--- src/rtl/clk_div_pkg.sv ---
// Shared types and constants for the fractional clock divider.
package clk_div_pkg;

    localparam int DEF_CNT_W = 16;
    localparam int MIN_DIV   = 2;

    typedef struct packed {
        logic [DEF_CNT_W-1:0] div_int;
        logic [DEF_CNT_W-1:0] frac_num;
        logic [DEF_CNT_W-1:0] frac_den;
    } cfg_t;

    typedef enum logic {
        MODE_INT,
        MODE_FRAC
    } mode_e;

endpackage

--- src/rtl/clk_div_frac_if.sv ---
// Control/status bundle of the fractional clock divider.
interface clk_div_frac_if #(
    parameter int CNT_W = 16
);
    logic             en;
    logic             cfg_load;
    logic [CNT_W-1:0] div_int;
    logic [CNT_W-1:0] frac_num;
    logic [CNT_W-1:0] frac_den;
    logic             clk_out;
    logic             tick;
    logic             cfg_ack;
    logic             cfg_err;

    modport master (
        output en, cfg_load, div_int, frac_num, frac_den,
        input  clk_out, tick, cfg_ack, cfg_err
    );

    modport slave (
        input  en, cfg_load, div_int, frac_num, frac_den,
        output clk_out, tick, cfg_ack, cfg_err
    );
endinterface

--- src/rtl/clk_div_frac_acc.sv ---
// Dual-modulus period selector: accumulates num per period and picks
// N or N+1 for the period that starts on the wrap edge.
module clk_div_frac_acc
    import clk_div_pkg::*;
#(
    parameter int CNT_W   = DEF_CNT_W,
    parameter int DEF_DIV = 4
) (
    input  logic             clk_in,
    input  logic             rst,
    input  logic             step,
    input  logic             clear,
    input  mode_e            mode,
    input  logic [CNT_W-1:0] div_n,
    input  logic [CNT_W-1:0] num,
    input  logic [CNT_W-1:0] den,
    output logic [CNT_W:0]   period
);

    logic [CNT_W:0] acc_q;
    logic [CNT_W:0] acc_sum;
    logic           carry;

    // one extra bit on the sum so acc+num never wraps
    always_comb begin
        acc_sum = acc_q + {1'b0, num};
        carry   = (mode == MODE_FRAC) && (acc_sum >= {1'b0, den});
    end

    // accumulator and next-period length, restarted whenever a config is applied
    always_ff @(posedge clk_in or posedge rst) begin
        if (rst) begin
            acc_q  <= '0;
            period <= (CNT_W+1)'(DEF_DIV);
        end else if (clear) begin
            acc_q  <= '0;
            period <= {1'b0, div_n};
        end else if (step) begin
            if (mode == MODE_FRAC) begin
                acc_q <= carry ? (acc_sum - {1'b0, den}) : acc_sum;
            end
            period <= {1'b0, div_n} + {{CNT_W{1'b0}}, carry};
        end
    end

endmodule

--- src/rtl/clk_div_frac.sv ---
// Programmable integer/fractional clock divider with clock-enable tick.
// Config changes take effect only at period boundaries (or at once while idle).
// Optional macro CLK_DIV_DUTY50_EN adds a falling-edge flop giving 50% duty
// for odd period lengths.
module clk_div_frac
    import clk_div_pkg::*;
#(
    parameter int CNT_W   = DEF_CNT_W,
    parameter int DEF_DIV = 4
) (
    input  logic           clk_in,
    input  logic           rst,
    clk_div_frac_if.slave  bus
);

    typedef struct packed {
        logic [CNT_W-1:0] div_int;
        logic [CNT_W-1:0] frac_num;
        logic [CNT_W-1:0] frac_den;
    } cfg_w_t;

    localparam logic [CNT_W:0] ONE = (CNT_W+1)'(1);

    cfg_w_t         act_q;
    cfg_w_t         pend_q;
    cfg_w_t         legal;
    cfg_w_t         sel_cfg;
    mode_e          sel_mode;
    logic           legal_err;
    logic           pend_vld_q;
    logic [CNT_W-1:0] cnt_q;
    logic [CNT_W:0] cnt_inc;
    logic [CNT_W:0] period;
    logic           idle_q;
    logic           wrap;
    logic           restart;
    logic           apply;
    logic           pos_q;
    logic           tick_q;
    logic           ack_q;
    logic           err_q;

    // clamp an illegal pending config into a usable one and flag it
    always_comb begin
        legal     = pend_q;
        legal_err = 1'b0;
        if (pend_q.div_int < CNT_W'(MIN_DIV)) begin
            legal.div_int = CNT_W'(MIN_DIV);
            legal_err     = 1'b1;
        end
        if ((pend_q.frac_den != '0) && (pend_q.frac_num >= pend_q.frac_den)) begin
            legal.frac_num = '0;
            legal.frac_den = '0;
            legal_err      = 1'b1;
        end
    end

    // period boundary detection and config selection for the accumulator
    always_comb begin
        wrap     = bus.en && !idle_q && ({1'b0, cnt_q} == (period - ONE));
        restart  = bus.en && idle_q;
        apply    = pend_vld_q && (wrap || !bus.en);
        cnt_inc  = {1'b0, cnt_q} + ONE;
        sel_cfg  = apply ? legal : act_q;
        sel_mode = (sel_cfg.frac_den != '0) ? MODE_FRAC : MODE_INT;
    end

    clk_div_frac_acc #(
        .CNT_W   (CNT_W),
        .DEF_DIV (DEF_DIV)
    ) u_acc (
        .clk_in (clk_in),
        .rst    (rst),
        .step   (wrap && !apply),
        .clear  (apply),
        .mode   (sel_mode),
        .div_n  (sel_cfg.div_int),
        .num    (sel_cfg.frac_num),
        .den    (sel_cfg.frac_den),
        .period (period)
    );

    // period counter and registered outputs; a re-enable starts a fresh period
    always_ff @(posedge clk_in or posedge rst) begin
        if (rst) begin
            cnt_q  <= CNT_W'(DEF_DIV - 1);
            idle_q <= 1'b0;
            pos_q  <= 1'b0;
            tick_q <= 1'b0;
            ack_q  <= 1'b0;
            err_q  <= 1'b0;
        end else begin
            idle_q <= !bus.en;
            ack_q  <= apply;
            if (apply) begin
                err_q <= legal_err;
            end
            if (bus.en) begin
                cnt_q <= (wrap || restart) ? '0 : cnt_inc[CNT_W-1:0];
            end
            tick_q <= wrap || restart;
            pos_q  <= wrap || restart || (bus.en && (cnt_inc < (period >> 1)));
        end
    end

    // pending/active config registers; a load on the apply edge waits for the next boundary
    always_ff @(posedge clk_in or posedge rst) begin
        if (rst) begin
            act_q      <= '{div_int: CNT_W'(DEF_DIV), default: '0};
            pend_q     <= '0;
            pend_vld_q <= 1'b0;
        end else begin
            if (bus.cfg_load) begin
                pend_q     <= '{div_int: bus.div_int, frac_num: bus.frac_num,
                                frac_den: bus.frac_den};
                pend_vld_q <= 1'b1;
            end else if (apply) begin
                pend_vld_q <= 1'b0;
            end
            if (apply) begin
                act_q <= legal;
            end
        end
    end

`ifdef CLK_DIV_DUTY50_EN
    logic neg_q;

    // half-cycle delayed copy of the high phase, ORed in for odd periods
    always_ff @(negedge clk_in or posedge rst) begin
        if (rst) begin
            neg_q <= 1'b0;
        end else begin
            neg_q <= pos_q;
        end
    end

    assign bus.clk_out = period[0] ? (pos_q | neg_q) : pos_q;
`else
    assign bus.clk_out = pos_q;
`endif

    assign bus.tick    = tick_q;
    assign bus.cfg_ack = ack_q;
    assign bus.cfg_err = err_q;

endmodule

--- src/flat_wrapper.sv ---
// flat-port wrapper written by rule: the top's interface ports become plain ports
module clk_div_frac_flat import clk_div_pkg::*;
#(
    parameter int CNT_W   = DEF_CNT_W,
    parameter int DEF_DIV = 4
)
  (clk_in, rst, bus_en, bus_cfg_load, bus_div_int, bus_frac_num, bus_frac_den, bus_clk_out, bus_tick, bus_cfg_ack, bus_cfg_err);
  clk_div_frac_if #(.CNT_W(CNT_W)) bus_i ();
  input  logic clk_in;
  input  logic rst;
  input wire logic [$bits(bus_i.en)-1:0] bus_en;
  input wire logic [$bits(bus_i.cfg_load)-1:0] bus_cfg_load;
  input wire logic [$bits(bus_i.div_int)-1:0] bus_div_int;
  input wire logic [$bits(bus_i.frac_num)-1:0] bus_frac_num;
  input wire logic [$bits(bus_i.frac_den)-1:0] bus_frac_den;
  output wire logic [$bits(bus_i.clk_out)-1:0] bus_clk_out;
  output wire logic [$bits(bus_i.tick)-1:0] bus_tick;
  output wire logic [$bits(bus_i.cfg_ack)-1:0] bus_cfg_ack;
  output wire logic [$bits(bus_i.cfg_err)-1:0] bus_cfg_err;
  assign bus_i.en = bus_en;
  assign bus_i.cfg_load = bus_cfg_load;
  assign bus_i.div_int = bus_div_int;
  assign bus_i.frac_num = bus_frac_num;
  assign bus_i.frac_den = bus_frac_den;
  assign bus_clk_out = bus_i.clk_out;
  assign bus_tick = bus_i.tick;
  assign bus_cfg_ack = bus_i.cfg_ack;
  assign bus_cfg_err = bus_i.cfg_err;
  clk_div_frac #(.CNT_W(CNT_W), .DEF_DIV(DEF_DIV)) u_core (.clk_in(clk_in), .rst(rst), .bus(bus_i));
endmodule
--- config.mk ---
export PLATFORM = sky130hd
export DESIGN_NAME = clk_div_frac_flat
export DESIGN_NICKNAME = d
export VERILOG_FILES = /design/src/rtl/clk_div_pkg.sv /design/src/rtl/clk_div_frac_if.sv /design/src/rtl/clk_div_frac_acc.sv /design/src/rtl/clk_div_frac.sv /design/src/flat_wrapper.sv
export SDC_FILE = /design/constraint.sdc
export NUM_CORES = 1
export LEC_CHECK = 0
export CORE_MARGIN = 2
export CORE_UTILIZATION = 35
export CTS_CLUSTER_SIZE = 20
export DETAILED_ROUTE_END_ITERATION = 10
export GPL_TIMING_DRIVEN = 0
export PLACE_DENSITY = 0.58
export REMOVE_ABC_BUFFERS = 1
export SETUP_SLACK_MARGIN = 0.3
export SYNTH_ARGS = -nofsm -noshare
export SYNTH_HDL_FRONTEND = slang
export SYNTH_SLANG_ARGS = --single-unit
--- constraint.sdc ---
create_clock -name clk_in -period 17.34 [get_ports clk_in]
set_input_delay 2.601 -clock clk_in [delete_from_list [all_inputs] [get_ports clk_in]]
set_output_delay 2.601 -clock clk_in [all_outputs]
set_load 0.01 [all_outputs]
==> results by group, run 1 <==
Global routing
  • First-pass GRT wire length: 39,200 um
  • All-layer global routing usage: 17.2%
  • Initial antenna violation count: 0
  • GRT Residual Overflow: 0
  • Vias in the first global route: 7,452
  • Largest net degree at the start of global routing: 93

Finish
  • Ant. Diodes: 0
  • Fin nets: 1,202
  • Area Overhead vs Synth: 16.1%
  • Non-filler cells in the finished layout: between 1,000 and 1,500
  • Layout cells sized above 1: under 10%
  • Core Util, Final: 41.2%

Synth
  • Yosys Warn Count: 0
  • Commonest cells in the netlist: 177 x nand2_1, 148 x dfrtp_1, 68 x ha_1, 55 x o21ai_0, 54 x inv_1
  • Number of synthesized flops with an enable pin: 0
  • Distinct cells, synth: 75
  • Seq/Total Area, Yosys: 40.0%
  • Ys async rst share: 100%
  • Largest area contributor in the netlist: dfrtp_1
  • Synthesized cell area: 9530 sq um
  • Top cells by area, synth: dfrtp_1 39%, ha_1 8.9%, nand2_1 7.0%
  • Synth Flop Type: dfrtp_1
  • Yosys top cell area share: 38.9%
  • Post-Synthesis Cells: 1,042
  • Avg Inst Size Synth: 9.15 sq um
  • Yosys reg bits: 152
  • Most common cell in the netlist: nand2_1

Worst hold path
  • Hold path depth: 2
  • Hold Path Sink: u_core.act_q[34]$_DFF_PP1_
  • Hold path start: u_core.act_q[34]$_DFF_PP1_
  • Worst hold-check path type: reg -> reg

Power
  • Leak: 0.00498 uW
  • Maximum VDD drop: 65.5 uV
  • Cell Pwr Density: roughly 110 nW/um^2

Floorplanning
  • Initial Util: 35.5%
  • Placement Rows: 60
  • Total core area: ~27,000 sq um
  • Die area: about 29,000 sq um
  • # IOs: 56
  • Die Ht: between 150 and 200 um
  • Die width: 169 um

Setup path
  • Critical Path Max Stage Delay: around 1100 ps
  • Crit end category: flip-flop
  • R2r endpoint: u_core.u_acc.period[10]$_DFFE_PP0P_
  • Crit Path Class: in -> reg
  • R2r worst-path depth: 35
  • R2r setup slk: roughly 7400 ps
  • Crit start category: primary input
  • CP max FO: 63
  • Worst r2r src: u_core.u_acc.period[1]$_DFFE_PP0P_
  • Most common cell on crit path: ha_1
  • Arr. time, crit path: between 10,000 and 15,000 ps
  • Required @ worst endpoint: about 18,000 ps
  • Slowest stage cell on the critical path: clkdlybuf4s50_1

Placed design
  • GP Congestion: 0.894
  • Port-buffer cells: 55
  • Post-detail-place hpwl: approximately 17,000 um
  • Placed insts: 1,402
  • Setup WS pre-CTS: 4450 ps

CTS
  • Clock latency on the worst-skew pair: approximately 440 ps
  • Clock Root Buffer: clkbuf_16
  • CTS Sinks: about 150
  • CTS Buf Count: 17
  • Post-CTS Setup Inserts: 0
  • Worst-path clk slew: 60 ps
  • CTS Hold Buffers Added: 0
  • CTS tree: yes
  • Clock Path Buffers: 2
  • Post_cts resized: 0
  • Htree depth: 4

Job
  • Max cap viols: 0

STA
  • Final setup viols: 0
  • PnR worst setup slack: 4850 ps
  • Clock skew: roughly 12 ps
  • Final hold viol count: 0
  • Setup_tns: 0 ps
  • Unrepaired setup endpoints after global routing: no
  • Fmax: 80.1 MHz
  • Tightest Pin Transition: 1150 ps
  • Final worst-path cycle share: 72.0%
  • Worst slew margin: 23.1%
  • Crit path time final: approximately 12,000 ps
  • Fin. max-slew vios: 0

Drt
  • Remaining DRCs: 0
  • Final ANT Viol Nets: 0
  • Vias per cell: 5.25
  • Total number of vias: 7,530
  • DRT Wirelength: 23,600 um
  • Drt wl/cell: between 15 and 20 um
  • Pre-antenna DRT Iters: 5
  • Initial DRC count: 527

Outcome
  • Status: finished clean
## state kept, by name, summed over array words and instances, names as in the netlist, 16 cells and up
register,count
u_core.act_q,48
u_core.cnt_q,16
u_core.pend_q,48
u_core.u_acc.acc_q,17
u_core.u_acc.period,17
## how the worst max path moves through the flow
stage	slack (ps)	end	from	cells after the start
finish	4850	u_core.u_acc.period[10]$_DFFE_PP0P_	bus_en	35
global route	4000	u_core.u_acc.period[10]$_DFFE_PP0P_	bus_en	34
CTS	4860	u_core.u_acc.period[10]$_DFFE_PP0P_	bus_en	35
detailed placement	4450	u_core.u_acc.period[10]$_DFFE_PP0P_	bus_en	35
global placement	3890	u_core.u_acc.period[10]$_DFFE_PP0P_	bus_en	34
floorplan	7430	u_core.u_acc.period[10]$_DFFE_PP0P_	bus_en	33
## routing by layer
| layer | GRT usage [%] | part of all wire [%] | routed length [um] | vias to the layer above |
|---|---|---|---|---|
| li1 | - | - | - | 3761 |
| met1 | 22.2 | 46 | 11000 | 3634 |
| met2 | 29.3 | 49 | 11500 | 107 |
| met3 | 3.39 | 3.0 | 707 | 28 |
| met4 | 5.09 | 1.8 | 427 | 0 |
| met5 | 0 | 0 | 0 | - |
## cell families (layout without fill, tap and decap cells)
group                    count (synthesis)  count (layout)  synth area share (%)
AND/OR/NAND/NOR                        346             346                  17.2
adder cells (fa/ha/maj)                 70              70                  9.35
AO/OA/AOI/OAI                          245             245                  16.6
multiplexers                            54              54                  6.16
buffers and inverters                  107             157                  4.46
XOR/XNOR                                68              68                  6.25
flip-flops                             152             152                  40.0
## worst max-delay path, delay by kind of cell
family	cells	cell delay, ps
buffers and inverters	3	2460
and+or+nand+nor	13	3440
xor gates and xnor gates	1	210
adders and majority gates	4	1030
AOI/OAI and AO/OA	14	3000
## through the flow
stage	power (uW)	hold WS, ps	cell area, sq um
final	1210	485	11100
after global routing	1290	514	11100
after global placement	809	459	10300
after CTS	1220	484	11100
after floorplan	712	446	9360
after detailed placement	818	473	10500
## layout make-up
class | instances | area [sq um]
clock buffers | 20 | 457
multi-input cells | 783 | 5300
repair buffers | 60 | 663
flip-flops and latches | 152 | 3810
inverters | 66 | 255
well taps | 341 | 427
clock inverters | 11 | 159
fillers | 2674 | 15800
## power by group
part	internal (uW)	total [uW]	leakage (uW)	switching, uW
Sequential	396	436	0.00191	40.1
Combinational	171	375	0.00277	204
Clock	237	398	0.000299	162
## layout by cell type (no fill, tap or decap), types with 18 or more instances in the layout
cell type	count
xnor2_1	50
nand4_1	20
inv_1	53
xor2_1	18
mux2_2	36
nand2_1	177
nor2_1	42
ha_1	68
o21ai_1	35
clkdlybuf4s50_1	54
o21ai_0	55
dfrtp_1	148
a21oi_1	42
o21a_1	22
nand3_1	19
Note: power is estimated with default switching activity, not from simulation.
==> run 2: changes to the inputs <==
Clock period 17.34 ns to 12.3 ns, I/O delays scaled along.
==> run 2 against run 1 <==
First-iteration DRC count decreased by 1.3%. Utilization about the same. Sequential share of layout area is essentially flat. Critical endpoint unchanged. Highest routed layer unchanged. Sequential power rose by 41%.
==> results by group, run 2 (synthesis results as in run 1) <==
Floorplanning
  • Initial Util: 35.5%
  • Die width: ~170 um
  • Die Ht: 169 um
  • Placement Rows: 60
  • Die area: 28,600 sq um
  • Total core area: between 20,000 and 30,000 sq um
  • # IOs: 56

Setup path
  • Required @ worst endpoint: 12,610 ps
  • CP max FO: 21
  • Arr. time, crit path: 11,360 ps
  • R2r setup slk: 2670 ps
  • R2r worst-path depth: 36
  • Crit end category: flip-flop
  • Slowest stage cell on the critical path: dlymetal6s2s_1
  • Critical Path Max Stage Delay: 660 ps
  • Crit start category: primary input
  • Crit Path Class: in -> reg
  • R2r endpoint: u_core.u_acc.period[10]$_DFFE_PP0P_
  • Worst r2r src: u_core.u_acc.period[1]$_DFFE_PP0P_

STA
  • PnR worst setup slack: 1250 ps
  • Crit path time final: 11,050 ps
  • Clock skew: 12.2 ps
  • Hold slack: about 480 ps
  • Unrepaired setup endpoints after global routing: no
  • Tightest Pin Transition: between 1000 and 1500 ps
  • Final setup viols: 0
  • Fmax: 90.5 MHz
  • Fin. max-slew vios: 0
  • Setup_tns: 0 ps
  • Final hold viol count: 0
  • Final worst-path cycle share: about nine tenths
  • Worst slew margin: 26.9%

Placed design
  • Post-detail-place hpwl: 17,200 um
  • Port-buffer cells: 55
  • Setup WS pre-CTS: 162 ps
  • GP Congestion: a little under 0.9

Finish
  • Most common cell after layout, fill and taps aside: nand2_1
  • Fin nets: 1,202
  • Core Util, Final: 41.2%
  • Ant. Diodes: 0
  • Area Overhead vs Synth: 16.2%
  • Filler cells: 2,673
  • Layout cells sized above 1: 9.43%
  • Most frequent cells in the layout: 177 x nand2_1, 148 x dfrtp_1, 68 x ha_1
  • Largest registers: u_core.act_q: 48 flops, u_core.pend_q: 48 flops

Drt
  • Pre-antenna DRT Iters: 5
  • Final ANT Viol Nets: 0
  • Total number of vias: 7,555
  • Drt wl/cell: 16.6 um
  • Initial DRC count: 520
  • Remaining DRCs: 0
  • DRT Wirelength: 23,700 um
  • Vias per cell: 5.27

Global routing
  • Vias in the first global route: 7,452
  • Largest net degree at the start of global routing: 93
  • All-layer global routing usage: about 17%
  • Initial antenna violation count: 0
  • First-pass GRT wire length: between 30,000 and 40,000 um
  • GRT Residual Overflow: 0

Worst hold path
  • Hold path start: u_core.act_q[34]$_DFF_PP1_
  • Worst hold-check path type: reg -> reg
  • Hold Path Sink: u_core.act_q[34]$_DFF_PP1_
  • Hold path depth: 2

CTS
  • CTS Sinks: 152
  • Htree depth: 4
  • Clock latency on the worst-skew pair: 440 ps
  • Clock Root Buffer: clkbuf_16
  • Worst-path clk slew: 60 ps
  • Clock Path Buffers: 2
  • CTS Buf Count: 17
  • CTS tree: yes

Power
  • Cell Pwr Density: 154 nW/um^2
  • Maximum VDD drop: approximately 90 uV
  • Leak: 0.00499 uW
  • Total Power: 1710 uW

Outcome
  • Status: finished clean

Job
  • Max cap viols: 0
[run 2: cell count changes in the layout (fill, tap and decap cells not counted), sizes merged]
cell and change:
clkdlybuf4s50 -1, dlymetal6s2s +1
[run 2: through the flow]
stage | cells | area [sq um]
4_1_cts | 1433 | 11100
3_3_place_gp | 1397 | 10300
3_5_place_dp | 1402 | 10500
6_report | 1433 | 11100
2_1_floorplan | 1001 | 9360
5_1_grt | 1433 | 11100
[run 2: how the worst max path moves through the flow]
stage / startpoint / endpoint / slack (ps) / cells after the start
finish: bus_en / u_core.u_acc.period[10]$_DFFE_PP0P_ / 1250 / 36
global route: bus_en / u_core.u_acc.period[10]$_DFFE_PP0P_ / 570 / 36
CTS: bus_en / u_core.u_acc.period[10]$_DFFE_PP0P_ / 570 / 35
detailed placement: bus_en / u_core.u_acc.period[10]$_DFFE_PP0P_ / 160 / 35
global placement: bus_en / u_core.u_acc.period[10]$_DFFE_PP0P_ / -390 / 34
floorplan: bus_en / u_core.u_acc.period[10]$_DFFE_PP0P_ / 3150 / 33
[run 2: worst max-delay path: cells and delay by family]
kind | cells | cell delay (ps)
compound gates | 15 | 3230
fa+ha+maj | 5 | 1530
simple gates | 11 | 2940
xor+xnor | 1 | 190
buf+inv | 4 | 1570
[run 2: layout make-up]
type / count / area [sq um] / share of cell area (%)
Multi-Input combinational cell: 783 / 5300 / 47.9
Timing Repair Buffer: 60 / 666 / 6.01
Inverter: 66 / 260 / 2.35
Sequential cell: 152 / 3810 / 34.4
Clock inverter: 11 / 159 / 1.43
Clock buffer: 20 / 457 / 4.12
Tap cell: 341 / 427 / 3.85
[run 2: repair_timing]
item / in CTS / in global routing
setup endpoints to repair: 0 / 6
buffers inserted: 0 / 0
hold buffers: 0 / 0
gates resized for setup: 0 / 4
[run 2: power breakdown]
group / internal [uW] / leakage (uW) / switching (uW)
Sequential: 558 / 0.00191 / 56.7
Clock: 334 / 0.000299 / 228
Combinational: 241 / 0.00278 / 288
Total: 1130 / 0.00499 / 573
[run 2: metal layers]
metal	global-route usage [%]	vias to the layer above	share of wire [%]
li1	-	3762	-
met1	22.2	3643	46
met2	29.3	120	49
met3	3.39	30	3.0
met4	5.09	0	1.8
met5	0	-	0
==> run 3: changes to the inputs <==
Settings changed: SYNTH_HIERARCHICAL set to 1.
==> run 3 against run 2 <==
Critical endpoint is now u_core/u_acc/period[4]$_DFFE_PP0P_. Global-route usage decreased by 0.68 points. Register-to-register slack got worse by 160 ps. Total power increased by 4.5%. Die area increased by 2.6%. Clock power about the same. Sequential share of layout area decreased by 0.84 points. First-iteration DRC count decreased by 23%.
==> results by group, run 3 <==
Outcome
  • Status: finished clean

Drt
  • Remaining DRCs: 0
  • Routed wl met3: 589 um
  • Wire length on met2: 11,000 um
  • Vias per cell: 5.13
  • Drt wl/cell: 16.2 um
  • Metal-1 WL: 11,400 um
  • Pre-antenna DRT Iters: 5
  • Final ANT Viol Nets: 0
  • Total number of vias: 7,320
  • Initial DRC count: 402
  • Top routing layer in use: met4
  • DRT Wirelength: 23,200 um

Finish
  • Most frequent cells in the layout: 148 x dfrtp_1, 82 x inv_1, 81 x nand2_1
  • Largest registers: u_core/act_q: 48 flops, u_core/pend_q: 48 flops
  • Ant. Diodes: 0
  • Fin nets: roughly 1,200
  • Layout cells sized above 1: 11.8%
  • Most common cell after layout, fill and taps aside: dfrtp_1
  • Area Overhead vs Synth: 16.0%

Setup path
  • Arr. time, crit path: 10,740 ps
  • Slowest stage cell on the critical path: nor4b_4
  • Crit end category: flip-flop
  • Critical path's top delay family: compound AO/OA/AOI/OAI gates
  • Required @ worst endpoint: 12,590 ps
  • Crit Path Class: in -> reg
  • Crit start category: primary input
  • CP max FO: 22
  • Most common cell on crit path: ha_1
  • Critical Path Max Stage Delay: a little under 800 ps
  • CP bufs+invs: 6

Synth
  • Avg Inst Size Synth: 9.82 sq um
  • Yosys Warn Count: 6
  • Top cells by area, synth: dfrtp_1 38%, ha_1 8.6%, mux2_4 4.9%
  • Most common cell in the netlist: dfrtp_1
  • Synthesized cell area: just under 10,000 sq um
  • Post-Synthesis Cells: approximately 1,000
  • Yosys reg bits: between 150 and 200
  • Commonest cells in the netlist: 148 x dfrtp_1, 84 x inv_1, 81 x nand2_1, 67 x ha_1, 61 x a21oi_1
  • Distinct cells, synth: 75
  • Synth Flop Type: dfrtp_1
  • Number of synthesized flops with an enable pin: 0
  • Yosys top cell area share: 37.8%
  • Ys async rst share: 100%
  • Largest area contributor in the netlist: dfrtp_1
  • Seq/Total Area, Yosys: 38.9%

CTS
  • Post-CTS Setup Inserts: 0
  • CTS Sinks: 152
  • Post_cts resized: 0
  • Clock Root Buffer: clkbuf_16
  • Worst-path clk slew: around 70 ps
  • Clock Path Buffers: 2
  • CTS Hold Buffers Added: 0
  • CTS tree: yes
  • CTS Buf Count: 17
  • Clock latency on the worst-skew pair: roughly 440 ps
  • Htree depth: 4

STA
  • Clock skew: 22.3 ps
  • Final setup viols: 0
  • Fin. max-slew vios: 0
  • Setup_tns: 0 ps
  • Final hold viol count: 0
  • Crit path time final: between 10,000 and 15,000 ps
  • Unrepaired setup endpoints after global routing: no
  • Tightest Pin Transition: 1090 ps
  • Fmax: 95.6 MHz
  • Final worst-path cycle share: 85.0%
  • Worst slew margin: ~27%

Global routing
  • Vias in the first global route: 7,393
  • All-layer global routing usage: 16.5%
  • First-pass GRT wire length: 38,400 um
  • GRT Residual Overflow: 0
  • Largest net degree at the start of global routing: 98
  • Initial antenna violation count: 0

Placed design
  • Post-detail-place hpwl: roughly 17,000 um
  • GP Congestion: 0.860
  • Port-buffer cells: 55

Floorplanning
  • # IOs: 56
  • Die Ht: 171 um
  • Placement Rows: 61
  • Total core area: 27,600 sq um
  • Initial Util: 35.4%
  • Die area: between 20,000 and 30,000 sq um
  • Die width: 171 um

Power
  • Total Power: 1780 uW
  • Maximum VDD drop: 84.8 uV
  • Cell Pwr Density: 157 nW/um^2
  • Leak: 0.00511 uW

Job
  • Max cap viols: 0

Worst hold path
  • Worst hold-check path type: reg -> reg
[run 3: final timing paths]
check | start | end | slack (ps) | cells after the start
max | bus_en | u_core/u_acc/period[4]$_DFFE_PP0P_ | 1840 | 33
min | u_core/u_acc/acc_q[3]$_DFFE_PP0P_ | u_core/u_acc/acc_q[3]$_DFFE_PP0P_ | 510 | 2
max reg2reg | u_core/u_acc/period[0]$_DFFE_PP0P_ | u_core/u_acc/period[4]$_DFFE_PP0P_ | 2510 | 35
min reg2reg | u_core/u_acc/acc_q[3]$_DFFE_PP0P_ | u_core/u_acc/acc_q[3]$_DFFE_PP0P_ | 510 | 2
max in group asynchronous | rst | u_core/act_q[22]$_DFF_PP0_ | 9690 | 3
min in group asynchronous | rst | u_core/cnt_q[8]$_DFFE_PP0P_ | 1850 | 2
[run 3: final cells by class]
type | count | area [sq um]
Clock buffer | 20 | 457
Inverter | 86 | 328
Multi-Input combinational cell | 722 | 5490
Sequential cell | 152 | 3810
Fill cell | 2744 | 16300
Timing Repair Buffer | 59 | 633
Clock inverter | 11 | 163
Tap cell | 378 | 473
[run 3: kinds of logic after synthesis]
kind of cell    share of synthesized area [%]
simple gates                             13.9
compound gates                           15.0
flops                                    38.9
buf+inv                                  5.16
mux                                      11.6
xor+xnor                                 6.44
fa+ha+maj                                8.97
[run 3: routing by layer]
metal  GRT usage, %  vias up
met5              0        -
met4           4.16        0
met3           2.51       18
met2           27.9      110
met1           22.2     3546
li1               -     3646
[run 3: per-stage QoR]
step / utilization (%) / setup slack (ps) / hold WS (ps) / cell area, sq um / instances
floorplan: - / 3240 / 454 / 9600 / 960
global placement: 38.5 / 66.4 / 484 / 10600 / 1393
detailed placement: 38.8 / 1090 / 495 / 10700 / 1397
CTS: 41.1 / 1500 / 510 / 11300 / 1428
global route: 41.1 / 964 / 524 / 11400 / 1428
finish: 41.1 / 1840 / 506 / 11400 / 1428
[run 3: power by group]
part	leakage, uW	internal (uW)	switching [uW]
clock network	0.000297	334	230
logic	0.00293	266	337
registers	0.00189	566	49.5
[run 3: worst reg2reg max path: cells and delay by family, from the launching register on]
family	cells	cell delay (ps)
XOR/XNOR	3	560
multiplexers	1	350
AO/OA/AOI/OAI	10	2900
buffers and inverters	5	890
adder cells (fa/ha/maj)	6	1620
flip-flops	1	420
AND/OR/NAND/NOR	10	2900
